**src/rtl/dual_rail_pkg.sv**
```systemverilog
// Shared definitions for the dual-rail capture block: encoding names, rail codes,
// FSM states and the per-bit rail decoder.
package dual_rail_pkg;

  localparam string ENC_FP = "FP";
  localparam string ENC_TP = "TP";

  // Rail codes as {1-rail, 0-rail}; in two-phase mode they describe which rails toggled.
  localparam logic [1:0] SPACER  = 2'b00;
  localparam logic [1:0] ZERO    = 2'b01;
  localparam logic [1:0] ONE     = 2'b10;
  localparam logic [1:0] ILLEGAL = 2'b11;

  typedef enum logic [1:0] {
    WAIT_DATA,
    CAPTURE,
    WAIT_RELEASE
  } state_e;

  function automatic logic [1:0] decode_bit(input logic       tp,
                                            input logic [1:0] rails,
                                            input logic [1:0] ref_rails);
    return tp ? (rails ^ ref_rails) : rails;
  endfunction

endpackage

```
**src/rtl/dual_rail_sync.sv**
```systemverilog
// Parameterised-width two-flop synchroniser with asynchronous active-high reset.
module dual_rail_sync #(
  parameter int W = 1
) (
  input  logic         clk,
  input  logic         rst,
  input  logic [W-1:0] d,
  output logic [W-1:0] q
);

  logic [W-1:0] meta;

  // NOTE: flops use non-blocking assignments so both stages sample the pre-edge values.
  always_ff @(posedge clk or posedge rst) begin
    if (rst) begin
      meta <= '0;
      q    <= '0;
    end else begin
      meta <= d;
      q    <= meta;
    end
  end

endmodule

```
**src/rtl/dual_rail_capture.sv**
```systemverilog
// Captures asynchronous dual-rail tokens (four-phase or two-phase), acknowledges
// upstream and delivers decoded binary words through a first-word-fall-through FIFO.
module dual_rail_capture
  import dual_rail_pkg::*;
#(
  parameter string ENC   = "FP",
  parameter int    WIDTH = 2,
  parameter int    DEPTH = 4
) (
  input  logic                       clk,
  input  logic                       rst,
  input  logic [WIDTH-1:0][1:0]      in,
  output logic                       ack,
  output logic [WIDTH-1:0]           out_data,
  output logic                       out_valid,
  input  logic                       out_ready,
  output logic                       err,
  output logic [$clog2(DEPTH):0]     count
);

  localparam bit IS_TP = (ENC == ENC_TP);
  localparam int AW    = $clog2(DEPTH);

  logic [WIDTH-1:0][1:0] rails_q;
  logic [WIDTH-1:0][1:0] prev_q;
  logic [WIDTH-1:0][1:0] ref_q;
  logic [WIDTH-1:0][1:0] tok_q;
  logic [1:0]            warm_q;
  logic                  armed_q;
  logic                  ack_q;
  logic                  err_q;
  state_e                state_q, state_d;

  dual_rail_sync #(.W(2 * WIDTH)) u_sync (
    .clk (clk),
    .rst (rst),
    .d   (in),
    .q   (rails_q)
  );

  // Settling history; warm_q keeps the all-zero reset image from looking like a settled spacer.
  always_ff @(posedge clk or posedge rst) begin
    if (rst) begin
      prev_q <= '0;
      warm_q <= '0;
    end else begin
      prev_q <= rails_q;
      warm_q <= {warm_q[0], 1'b1};
    end
  end

  logic                  all_settled;
  logic                  all_spacer;
  logic                  all_data;
  logic                  tok_illegal;
  logic [WIDTH-1:0]      cap_data;
  logic [1:0]            code_now;
  logic [1:0]            code_tok;

  always_comb begin
    all_settled = warm_q[1];
    all_spacer  = 1'b1;
    all_data    = 1'b1;
    tok_illegal = 1'b0;
    cap_data    = '0;
    code_now    = SPACER;
    code_tok    = SPACER;
    for (int i = 0; i < WIDTH; i++) begin
      code_now = decode_bit(IS_TP, rails_q[i], ref_q[i]);
      if (rails_q[i] != prev_q[i]) all_settled = 1'b0;
      if (code_now == SPACER) all_data   = 1'b0;
      else                    all_spacer = 1'b0;
      code_tok    = decode_bit(IS_TP, tok_q[i], ref_q[i]);
      cap_data[i] = (code_tok == ONE);
      if (code_tok == ILLEGAL) tok_illegal = 1'b1;
    end
  end

  logic full;
  logic push;
  logic pop;
  logic latch_tok;
  logic ref_load;
  logic err_set;
  logic ack_d;

  assign full = (count == (AW + 1)'(DEPTH));

  // NOTE: every output of this block gets a default first, so no path can infer a latch.
  always_comb begin
    state_d   = state_q;
    ack_d     = ack_q;
    push      = 1'b0;
    latch_tok = 1'b0;
    ref_load  = 1'b0;
    err_set   = 1'b0;
    case (state_q)
      WAIT_DATA: begin
        if (all_settled && all_data && (IS_TP || armed_q) && !full) begin
          latch_tok = 1'b1;
          state_d   = CAPTURE;
        end
      end
      CAPTURE: begin
        push    = !tok_illegal;
        err_set = tok_illegal;
        ack_d   = IS_TP ? ~ack_q : 1'b1;
        state_d = WAIT_RELEASE;
      end
      WAIT_RELEASE: begin
        if (IS_TP) begin
          ref_load = 1'b1;
          state_d  = WAIT_DATA;
        end else if (all_settled && all_spacer) begin
          ack_d   = 1'b0;
          state_d = WAIT_DATA;
        end
      end
      default: state_d = WAIT_DATA;
    endcase
  end

  always_ff @(posedge clk or posedge rst) begin
    if (rst) begin
      state_q <= WAIT_DATA;
      ack_q   <= 1'b0;
      err_q   <= 1'b0;
      armed_q <= 1'b0;
      tok_q   <= '0;
      ref_q   <= '0;
    end else begin
      state_q <= state_d;
      ack_q   <= ack_d;
      if (err_set) err_q <= 1'b1;
      // Four-phase capture is only armed once a clean spacer has been seen after reset.
      if (all_settled && all_spacer) armed_q <= 1'b1;
      if (latch_tok) tok_q <= rails_q;
      if (ref_load) ref_q <= tok_q;
    end
  end

  assign ack = ack_q;
  assign err = err_q;

  logic [WIDTH-1:0] mem [DEPTH];
  logic [AW-1:0]    wr_ptr;
  logic [AW-1:0]    rd_ptr;

  assign out_valid = (count != '0);
  assign pop       = out_valid && out_ready;
  assign out_data  = out_valid ? mem[rd_ptr] : '0;

  // NOTE: storage is not reset; out_data is gated by out_valid so stale words never show.
  always_ff @(posedge clk) begin
    if (push) mem[wr_ptr] <= cap_data;
  end

  always_ff @(posedge clk or posedge rst) begin
    if (rst) begin
      wr_ptr <= '0;
      rd_ptr <= '0;
      count  <= '0;
    end else begin
      if (push) wr_ptr <= wr_ptr + 1'b1;
      if (pop)  rd_ptr <= rd_ptr + 1'b1;
      case ({push, pop})
        2'b10:   count <= count + 1'b1;
        2'b01:   count <= count - 1'b1;
        default: count <= count;
      endcase
    end
  end

endmodule

```
**config.mk**
```make
export PLATFORM = sky130hd
export DESIGN_NAME = dual_rail_capture
export DESIGN_NICKNAME = d
export VERILOG_FILES = /design/src/rtl/dual_rail_pkg.sv /design/src/rtl/dual_rail_sync.sv /design/src/rtl/dual_rail_capture.sv
export SDC_FILE = /design/constraint.sdc
export NUM_CORES = 1
export LEC_CHECK = 0
export CAP_MARGIN = 40
export CORE_MARGIN = 1.5
export CORE_UTILIZATION = 55
export CTS_CLUSTER_SIZE = 24
export DETAILED_ROUTE_END_ITERATION = 8
export PLACE_DENSITY = 0.82
export SLEW_MARGIN = 20
export SYNTH_ARGS = -nofsm -noshare
export SYNTH_HDL_FRONTEND = slang
export SYNTH_SLANG_ARGS = --single-unit
export TNS_END_PERCENT = 5
```
**constraint.sdc**
```tcl
create_clock -name clk -period 3.5 [get_ports clk]
set_input_delay 0.7 -clock clk [delete_from_list [all_inputs] [get_ports clk]]
set_output_delay 0.7 -clock clk [all_outputs]
set_load 0.01 [all_outputs]
```
==> flow_summary.ini, run 1 <==
[sta]
tns_ps = 0
rsz0062_at_grt = no
fin_crit_sh_pct = 75.75
min_period_ps = 2651
fin_worst_skew_ps = 7.798
setup_viol = 0
hold_viol = 0
report.final.slew_viol_count = 0
max_clock_freq_ghz = 0.3772

[route]
firstDrtPassIters = 2
drt_wl_total_microns = 1949
drtIter0Drc = 18
vias = 803
wl_per_cell_microns = 12.66
ant_nets = 0
route.detailed.drc = 0
drt-vias-per-instance = 5.214

[synthesis]
synth_top_area_share_pct = 49.79
synth_nets = 115
syn_area_sq_um = 1508
ys_seq_area_share_pct = 65.73
avgSynthCellArea_sq_um = 14.78
yosysTopAreaCell = dfrtp_1
yosysUniqueCellTypes = 32
netlist_top_cells_area = dfrtp_1 50%, edfxtp_1 16%, ha_1 4.1%
async_reset_ff_share_pct = 78.95
synthFlopType = dfrtp_1
synth-seq-cells = 38
yosysWarnings = 0
synth_edf_count = 8
synthCells = 102

[clock_tree]
post_cts_buffers = 0
clk_pin_slew_ps = 110
cts.sinks = 38
cts_htree_levels = 2
worst_skew_pair.late_latency_ps = 330
hold_buffers = 0
cts_tree = built
cts_buffers = 5
post_cts_resized = 0
cts_root_buffer = clkbuf_4
cts_max_path_buffers = 2

[setup_path]
slowest_stage = mux4_2
worstPathArrival_ps = 1950
crit_path_start_kind = flop
path_cells = mux4_2, and2_1, clkdlybuf4s50_1
worst_path_dominant_cell_family = multiplexers
critPathKind = flop to output pin
critPathMaxFanout = 4
cp_num_buf_inv = 1
required_ps = 2800
slowest_delay_ps = 520
crit_path_end_kind = output pin

[floorplan]
die_area_sq_um = 3064
initial_core_util_pct = 59.24
coreArea_sq_um = 2545
ios = 15
fp-row-count = 18
fp.dieH_microns = 55.36
fp.dieW_microns = 55.36

[cells_and_area]
final_nets = 136
antenna_cells = 0
multiInputGateArea_sq_um = 479.2
drive_gt1_share_pct = 15.32
num-fill-cells = 179
areaGrowthSynthToFinish_pct = 17.18
seq_area_sq_um = 991.0

[power]
internal_power_uw = 802.4
pwr-share-seq_pct = 50.1
pwr-share-comb_pct = 23.9
totalPowerFinal_mw = 1.092
powerDensity_nw_per_um2 = 617.9
clockPowerShare_pct = 26.0
switching_share_pct = 26.50
p_sw_uw = 289.3
irDropWorstVdd_v = 0.0004933
leakagePower_nw = 0.7636

[job]
drv_cap = 0

[place]
dp_hpwl_microns = 1435
portBuffers = 14
place_congestion = 0.7247

[grt]
grt_usage_pct = 15.75
grt_pass1_vias = 864
antenna_found_initial = 0
grt_overflow = 0
grt_max_degree = 31
grt_pass1_wl_microns = 3650

[min_path]
min_path_type = flop to flop

[run_status]
outcome = completed
-- per-stage QoR --
| stage | cell area (sq um) | std cells | utilization (%) | setup slack (ps) | hold slack (ps) |
|---|---|---|---|---|---|
| after floorplan | 1508 | 102 | - | 1555 | 331.2 |
| after global placement | 1689 | 146 | 66.37 | 1096 | 332.5 |
| after detailed placement | 1689 | 146 | 66.37 | 1002 | 338.6 |
| after CTS | 1767 | 154 | 69.42 | 831.5 | 363.8 |
| after global routing | 1767 | 154 | 69.42 | 759.1 | 370.2 |
| final | 1767 | 154 | 69.42 | 848.6 | 362.9 |
-- layer usage --
layer  vias to the layer above  global-route usage [%]  part of all wire, %
met5                         -                       0                    0
met4                         0                   9.756                  2.6
met3                         7                   6.089                  3.8
met2                        20                   24.83                   49
met1                       387                   17.99                   44
li1                        389                       -                    -
-- cell families after synthesis --
group / count (synthesis) / synth area share (%)
AOI/OAI and AO/OA: 8 / 3.485
xor gates and xnor gates: 8 / 4.647
adders and majority gates: 6 / 5.477
buffers and inverters: 10 / 2.489
DFF: 38 / 65.73
muxes: 8 / 7.385
other: 1 / 0.2487
and+or+nand+nor: 23 / 10.54
-- power by group through the flow --
stage | clock, mW | combinational [mW] | sequential, mW
3_5_place_dp | 0 | 0.265 | 0.557
6_report | 0.284 | 0.261 | 0.547
5_1_grt | 0.314 | 0.290 | 0.555
2_1_floorplan | 0 | 0.150 | 0.556
3_3_place_gp | 0 | 0.258 | 0.554
4_1_cts | 0.292 | 0.266 | 0.548
-- cell usage in the layout (no fill, tap or decap), drive strengths merged, types with 3 or more instances in the layout --
| cell | count |
|---|---|
| dfrtp | 30 |
| mux2 | 5 |
| edfxtp | 8 |
| inv | 9 |
| nand2 | 3 |
| xnor2 | 4 |
| clkbuf | 5 |
| xor2 | 4 |
| a31oi | 3 |
| and2 | 7 |
| ha | 5 |
| clkdlybuf4s50 | 14 |
-- cells in the mapped netlist, types with 2 or more instances --
library cell / n
xor2_1: 4
mux2_2: 5
a31oi_1: 3
mux4_2: 2
inv_1: 9
nand2_1: 3
xnor2_1: 4
and2_1: 7
nor2b_1: 2
edfxtp_1: 8
ha_1: 5
dfrtp_1: 30
-- path summary, 6_finish.rpt --
check | from | end | slack [ps] | depth (start not counted)
min | u_sync.meta[2]$_DFF_PP0_ | u_sync.q[2]$_DFF_PP0_ | 360 | 0
max in group asynchronous | rst | state_q[1]$_DFFE_PP0P_ | 2510 | 3
max reg2reg | tok_q[0]$_DFFE_PP0P_ | count[2]$_DFFE_PP0P_ | 1430 | 9
min reg2reg | u_sync.meta[2]$_DFF_PP0_ | u_sync.q[2]$_DFF_PP0_ | 360 | 0
max | rd_ptr[0]$_DFFE_PP0P_ | out_data[1] | 850 | 3
min in group asynchronous | rst | count[2]$_DFFE_PP0P_ | 720 | 3
-- area by class of cell --
type	count	area share [%]
Clock inverter	3	2.266
Tap cell	30	2.125
Timing Repair Buffer	15	8.357
Multi-Input combinational cell	54	27.12
Sequential cell	38	56.09
Inverter	9	1.912
Clock buffer	5	2.125
-- flip-flops by register name (all words and copies together), names as in the netlist --
name / cells
state_q: 2
u_sync.q: 4
mem: 8
code_tok: 2
armed_q: 1
count: 3
wr_ptr: 2
err: 1
u_sync.meta: 4
ack: 1
warm_q: 2
rd_ptr: 2
tok_q: 2
prev_q: 4
(Power assumes the default switching activity.)
==> inputs of run 2 (changes only) <==
- CORE_UTILIZATION: 55 -> 49
- PLACE_DENSITY: 0.82 -> 0.78
- clock period: 3.5 -> 2.1 ns (I/O delays scaled with it)
==> run 2 against run 1 <==
  * Hold slack worse by 5.6 ps
  * Global-route usage down 1.0 points
  * Cell area up 4.0%
  * Clock-buffer cell count up 1
  * Critical path depth unchanged
==> flow_summary.ini, run 2 (synthesis results as in run 1) <==
[sta]
report.final.slew_viol_count = 0
setup_viol = 0
timing.hold.ws_ps = 357.3
fin_worst_skew_ps = 3.853
fin_crit_sh_pct = 96.14
min_period_ps = 2019
hold_viol = 0
max_clock_freq_ghz = 0.4953
tns_ps = 0
rsz0062_at_grt = no

[clock_tree]
worst_skew_pair.late_latency_ps = 330
clk_pin_slew_ps = 110
cts_root_buffer = clkbuf_4
cts_buffers = 5
cts_htree_levels = 2
hold_buffers = 0
cts_tree = built
cts.sinks = 38
cts_max_path_buffers = 2

[route]
route.detailed.drc = 0
wl_met2_microns = 1049
drt-vias-per-instance = 5.125
vias = 820
met3_length_microns = 94
wl_met1_microns = 864
top_layer = met4
ant_nets = 0
wl_per_cell_microns = 12.75
firstDrtPassIters = 4
drtIter0Drc = 29
drt_wl_total_microns = 2040

[floorplan]
fp-row-count = 19
fp.dieW_microns = 58.47
ios = 15
coreArea_sq_um = 2829
initial_core_util_pct = 53.30
fp.dieH_microns = 58.47
die_area_sq_um = 3419

[cells_and_area]
multiInputGateArea_sq_um = 479.2
num-fill-cells = 221
final_nets = 141
drive_gt1_share_pct = 20.16
antenna_cells = 0
seq_area_sq_um = 992.2
largest_register = mem
mostFrequentLayoutCells = 29 x dfrtp_1, 11 x clkdlybuf4s50_1, 9 x inv_1
layout_commonest_cell = dfrtp_1
areaGrowthSynthToFinish_pct = 21.91
finalInstanceArea_sq_um = 1838
largest_reg_flops = 8
utilization_pct = 64.97

[setup_path]
crit_path_start_kind = flop
critPathMaxFanout = 2
required_ps = 1680
critPathKind = flop to output pin
worstPathArrival_ps = 1600
crit_path_end_kind = output pin

[place]
placed_area_sq_um = 1713
place_congestion = 0.7992
portBuffers = 14
dp_hpwl_microns = 1398

[grt]
antenna_found_initial = 0
grt_max_degree = 31
grt_usage_pct = 14.71
grt_pass1_wl_microns = 3657
grt_overflow = 0
grt_pass1_vias = 822

[run_status]
outcome = completed

[min_path]
min_path_type = flop to flop

[power]
leakagePower_nw = 0.8009
irDropWorstVdd_v = 0.0005192
powerDensity_nw_per_um2 = 1094

[job]
drv_cap = 0
run 2: path summary, 6_finish.rpt:
check | startpoint | endpoint | slack (ps) | cells after the start
setup / recovery | rd_ptr[0]$_DFFE_PP0P_ | out_data[0] | 80 | 3
hold / removal | u_sync.meta[2]$_DFF_PP0_ | u_sync.q[2]$_DFF_PP0_ | 360 | 0
setup reg to reg | count[0]$_DFFE_PP0P_ | count[2]$_DFFE_PP0P_ | 140 | 8
hold reg to reg | u_sync.meta[2]$_DFF_PP0_ | u_sync.q[2]$_DFF_PP0_ | 360 | 0
max in group asynchronous | rst | rd_ptr[0]$_DFFE_PP0P_ | 1360 | 3
min in group asynchronous | rst | wr_ptr[1]$_DFFE_PP0P_ | 450 | 3
run 2: stage by stage:
step | cells | setup slack, ps | power (mW)
floorplan | 102 | 154.9 | 1.177
global placement | 150 | 51.80 | 1.366
detailed placement | 150 | 25.51 | 1.388
CTS | 160 | 21.95 | 2.022
global route | 160 | 7.389 | 2.124
finish | 160 | 81.04 | 2.010
run 2: where the power goes:
group          leakage (nW)  total [mW]  switching, mW  internal (mW)
sequential            0.439       0.907         0.0712          0.836
combinational         0.304       0.480          0.203          0.277
clock                0.0585       0.623          0.220          0.403
run 2: critical path, stage by stage (launching register included):
cell	delay (ps)
dfrtp_2	400
mux4_2	480
and2_1	170
clkdlybuf4s15_1	220
run 2: cell type report:
type / instances / share of cell area [%]
clock buffer: 6 / 2.791
clock inverter: 2 / 3.268
timing repair buffer: 20 / 9.939
multi-input combinational: 54 / 26.07
inverter: 9 / 1.838
sequential: 38 / 53.98
tap: 31 / 2.110
run 2: timing repair:
item | in CTS | in global routing
buffers inserted | 2 | 0
endpoints found under the setup margin | 3 | 2
resized for setup | 7 | 2
run 2: layer usage:
metal	vias up	track usage, %
met5	-	0
met4	0	4.983
met3	4	5.934
met2	21	23.43
met1	401	18.39
li1	394	-
==> inputs of run 3 (changes only) <==
- ABC_AREA: not set -> 1
- CORE_UTILIZATION: 49 -> 50
- PLACE_DENSITY: 0.78 -> not set
- PLACE_DENSITY_LB_ADDON: not set -> 0.2
==> run 3 against run 2 <==
  * Clock power down 23%
  * Critical path depth unchanged
  * Largest cell class unchanged
  * Clock-buffer cell count grew 1
  * Hold slack better by 3.7 ps
  * Synthesized cell count up 56%
  * Highest routed layer unchanged
  * Register-to-register slack better by 110 ps
  * Critical endpoint is now out_valid
  * Global-route usage increased by 2.3 points
  * Cell area is 5.6% higher
  * Worst setup slack gained 120 ps
  * First-iteration DRC count up 3.4%
==> flow_summary.ini, run 3 <==
[clock_tree]
cts_htree_levels = 2
cts_max_path_buffers = 2
cts_root_buffer = clkbuf_4
cts.sinks = 38
worst_skew_pair.late_latency_ps = 340
cts_tree = built
clk_pin_slew_ps = 100
cts_buffers = 5
hold_buffers = 0

[synthesis]
synth_commonest_cells = 30 x dfrtp_1, 29 x inv_1, 23 x nand2_1
async_reset_ff_share_pct = 78.95
synth_edf_count = 8
synth_nets = 172
synth-seq-cells = 38
synth_top_area_share_pct = 45.42
synthFlopType = dfrtp_1
avgSynthCellArea_sq_um = 10.40
synth_most_common_cell = dfrtp_1
synthCells = 159
yosysWarnings = 0
syn_area_sq_um = 1653
netlist_top_cells_area = dfrtp_1 45%, edfxtp_1 15%, inv_1 6.6%
ys_seq_area_share_pct = 59.95
yosysUniqueCellTypes = 23
yosysTopAreaCell = dfrtp_1

[grt]
grt_max_degree = 31
use_met3_pct = 4.478
grt_usage_pct = 16.98
grt_pass1_vias = 1075
grt_pass1_wl_microns = 4471
grt_overflow = 0
antenna_found_initial = 0
grt_busiest_layer = met2
met2_usage_pct = 29.04
grtUsageMet1_pct = 19.46

[power]
internal_power_mw = 1.343
irDropWorstVdd_v = 0.0004238
clockPowerShare_pct = 24.9
p_sw_uw = 575.1
pwr-share-comb_pct = 27.8
powerDensity_nw_per_um2 = 988.6
pwr-share-seq_pct = 47.3
leakagePower_nw = 0.9407
switching_share_pct = 29.98

[place]
post-place-ws_ps = -30.44
portBuffers = 14
place_congestion = 0.7282
dp_hpwl_microns = 1807

[min_path]
min_path_type = flop to flop

[route]
route.detailed.drc = 0
wl_per_cell_microns = 11.04
ant_nets = 0
drtIter0Drc = 30
vias = 1048
drt_wl_total_microns = 2506
drt-vias-per-instance = 4.617
firstDrtPassIters = 4

[floorplan]
initial_core_util_pct = 53.27
die_area_sq_um = 3660
coreArea_sq_um = 3103
ios = 15
fp.dieW_microns = 60.50
fp-row-count = 20
fp.dieH_microns = 60.50

[cells_and_area]
mostFrequentLayoutCells = 29 x dfrtp_1, 28 x inv_1, 23 x nand2_1
largest_register = mem
areaGrowthSynthToFinish_pct = 17.41
largest_reg_flops = 8
drive_gt1_share_pct = 15.85
layout_commonest_cell = dfrtp_1
num-fill-cells = 281
utilization_pct = 62.54
antenna_cells = 0
final_nets = 195

[sta]
setup_slack_ps = 199.5
timing.hold.ws_ps = 361.0
rsz0062_at_grt = no
report.final.slew_viol_count = 0
max_clock_freq_ghz = 0.5262
min_period_ps = 1901
hold_viol = 0
fin_worst_skew_ps = 10.44
setup_viol = 0
fin_crit_sh_pct = 90.50

[job]
drv_cap = 0

[setup_path]
critPathMaxFanout = 3
required_ps = 1680
crit_path_start_kind = flop
critPathKind = flop to output pin
crit_path_end_kind = output pin
worstPathArrival_ps = 1480

[run_status]
outcome = completed
run 3: cell count changes in the layout (fill, tap and decap cells not counted), sizes merged, moves of 2 or more:
cell | previous run | this run
inv | 9 | 33
nand4 | 0 | 5
nor2 | 1 | 24
mux4 | 2 | 0
nor2b | 2 | 0
o21ai | 1 | 6
a21oi | 1 | 5
nand3 | 1 | 6
nand2 | 3 | 28
buf | 7 | 2
and2 | 7 | 0
xnor2 | 4 | 1
mux2 | 5 | 0
a31oi | 3 | 0
run 3: through the flow:
stage	area [sq um]	total power, mW	std cells	TNS [ps]
after floorplan	1653	1.240	159	0
after global placement	1856	1.435	218	0
after detailed placement	1856	1.463	218	-30.44
after CTS	1938	1.945	227	0
after global routing	1941	2.049	227	0
final	1941	1.918	227	0
run 3: logic make-up (layout without fill, tap and decap cells):
family                   Yosys count  in the layout  share of synthesized area, %
adder cells (fa/ha/maj)            6              6                         4.996
AO/OA/AOI/OAI                     13             13                         4.391
AND/OR/NAND/NOR                   64             64                         20.82
XOR/XNOR                           4              4                         2.120
buffers and inverters             33             57                         7.494
other                              1              1                        0.2269
flip-flops                        38             38                         59.95
run 3: path summary, 6_finish.rpt:
path | from | endpoint | slack (ps) | cells after the start
setup reg to reg | code_tok[1]$_DFFE_PP0P_ | count[2]$_DFFE_PP0P_ | 250 | 10
min in group asynchronous | rst | rd_ptr[0]$_DFFE_PP0P_ | 440 | 3
hold / removal | warm_q[0]$_DFF_PP0_ | warm_q[1]$_DFF_PP0_ | 360 | 0
setup / recovery | count[1]$_DFFE_PP0P_ | out_valid | 200 | 3
max in group asynchronous | rst | err$_DFFE_PP0P_ | 1370 | 3
hold reg to reg | warm_q[0]$_DFF_PP0_ | warm_q[1]$_DFF_PP0_ | 360 | 0
run 3: final cells by class:
type | instances | area (sq um) | area share (%)
multi-input combinational | 88 | 538.0 | 27.72
sequential | 38 | 992.2 | 51.13
inverter | 33 | 123.9 | 6.383
clock buffer | 7 | 45.04 | 2.321
clock inverter | 1 | 30.03 | 1.547
timing repair buffer | 16 | 156.4 | 8.059
tap | 44 | 55.05 | 2.837
run 3: timing repair:
action                     4_1_cts  5_1_grt
gates cloned                     0        0
setup endpoints to repair        2        1
hold endpoints to repair         0        0
setup buffers                    1        0
resized for setup                3        1
run 3: layer usage:
metal	wire length (microns)	vias up	share of wire, %
met5	0	-	0
met4	34	0	1.4
met3	108	4	4.3
met2	1270	20	51
met1	1092	491	44
li1	-	533	-
run 3: worst max-delay path: stages, from the launching register on:
cell and delay [ps]:
dfrtp_1 400, inv_1 150, nand3_2 110, clkdlybuf4s50_1 490
run 3: power by group through the flow:
stage	Sequential [mW]	Clock (mW)	Combinational (mW)
after floorplan	0.923	0	0.317
after global placement	0.917	0	0.519
after detailed placement	0.922	0	0.540
after CTS	0.909	0.489	0.547
after global routing	0.922	0.515	0.612
final	0.907	0.477	0.534
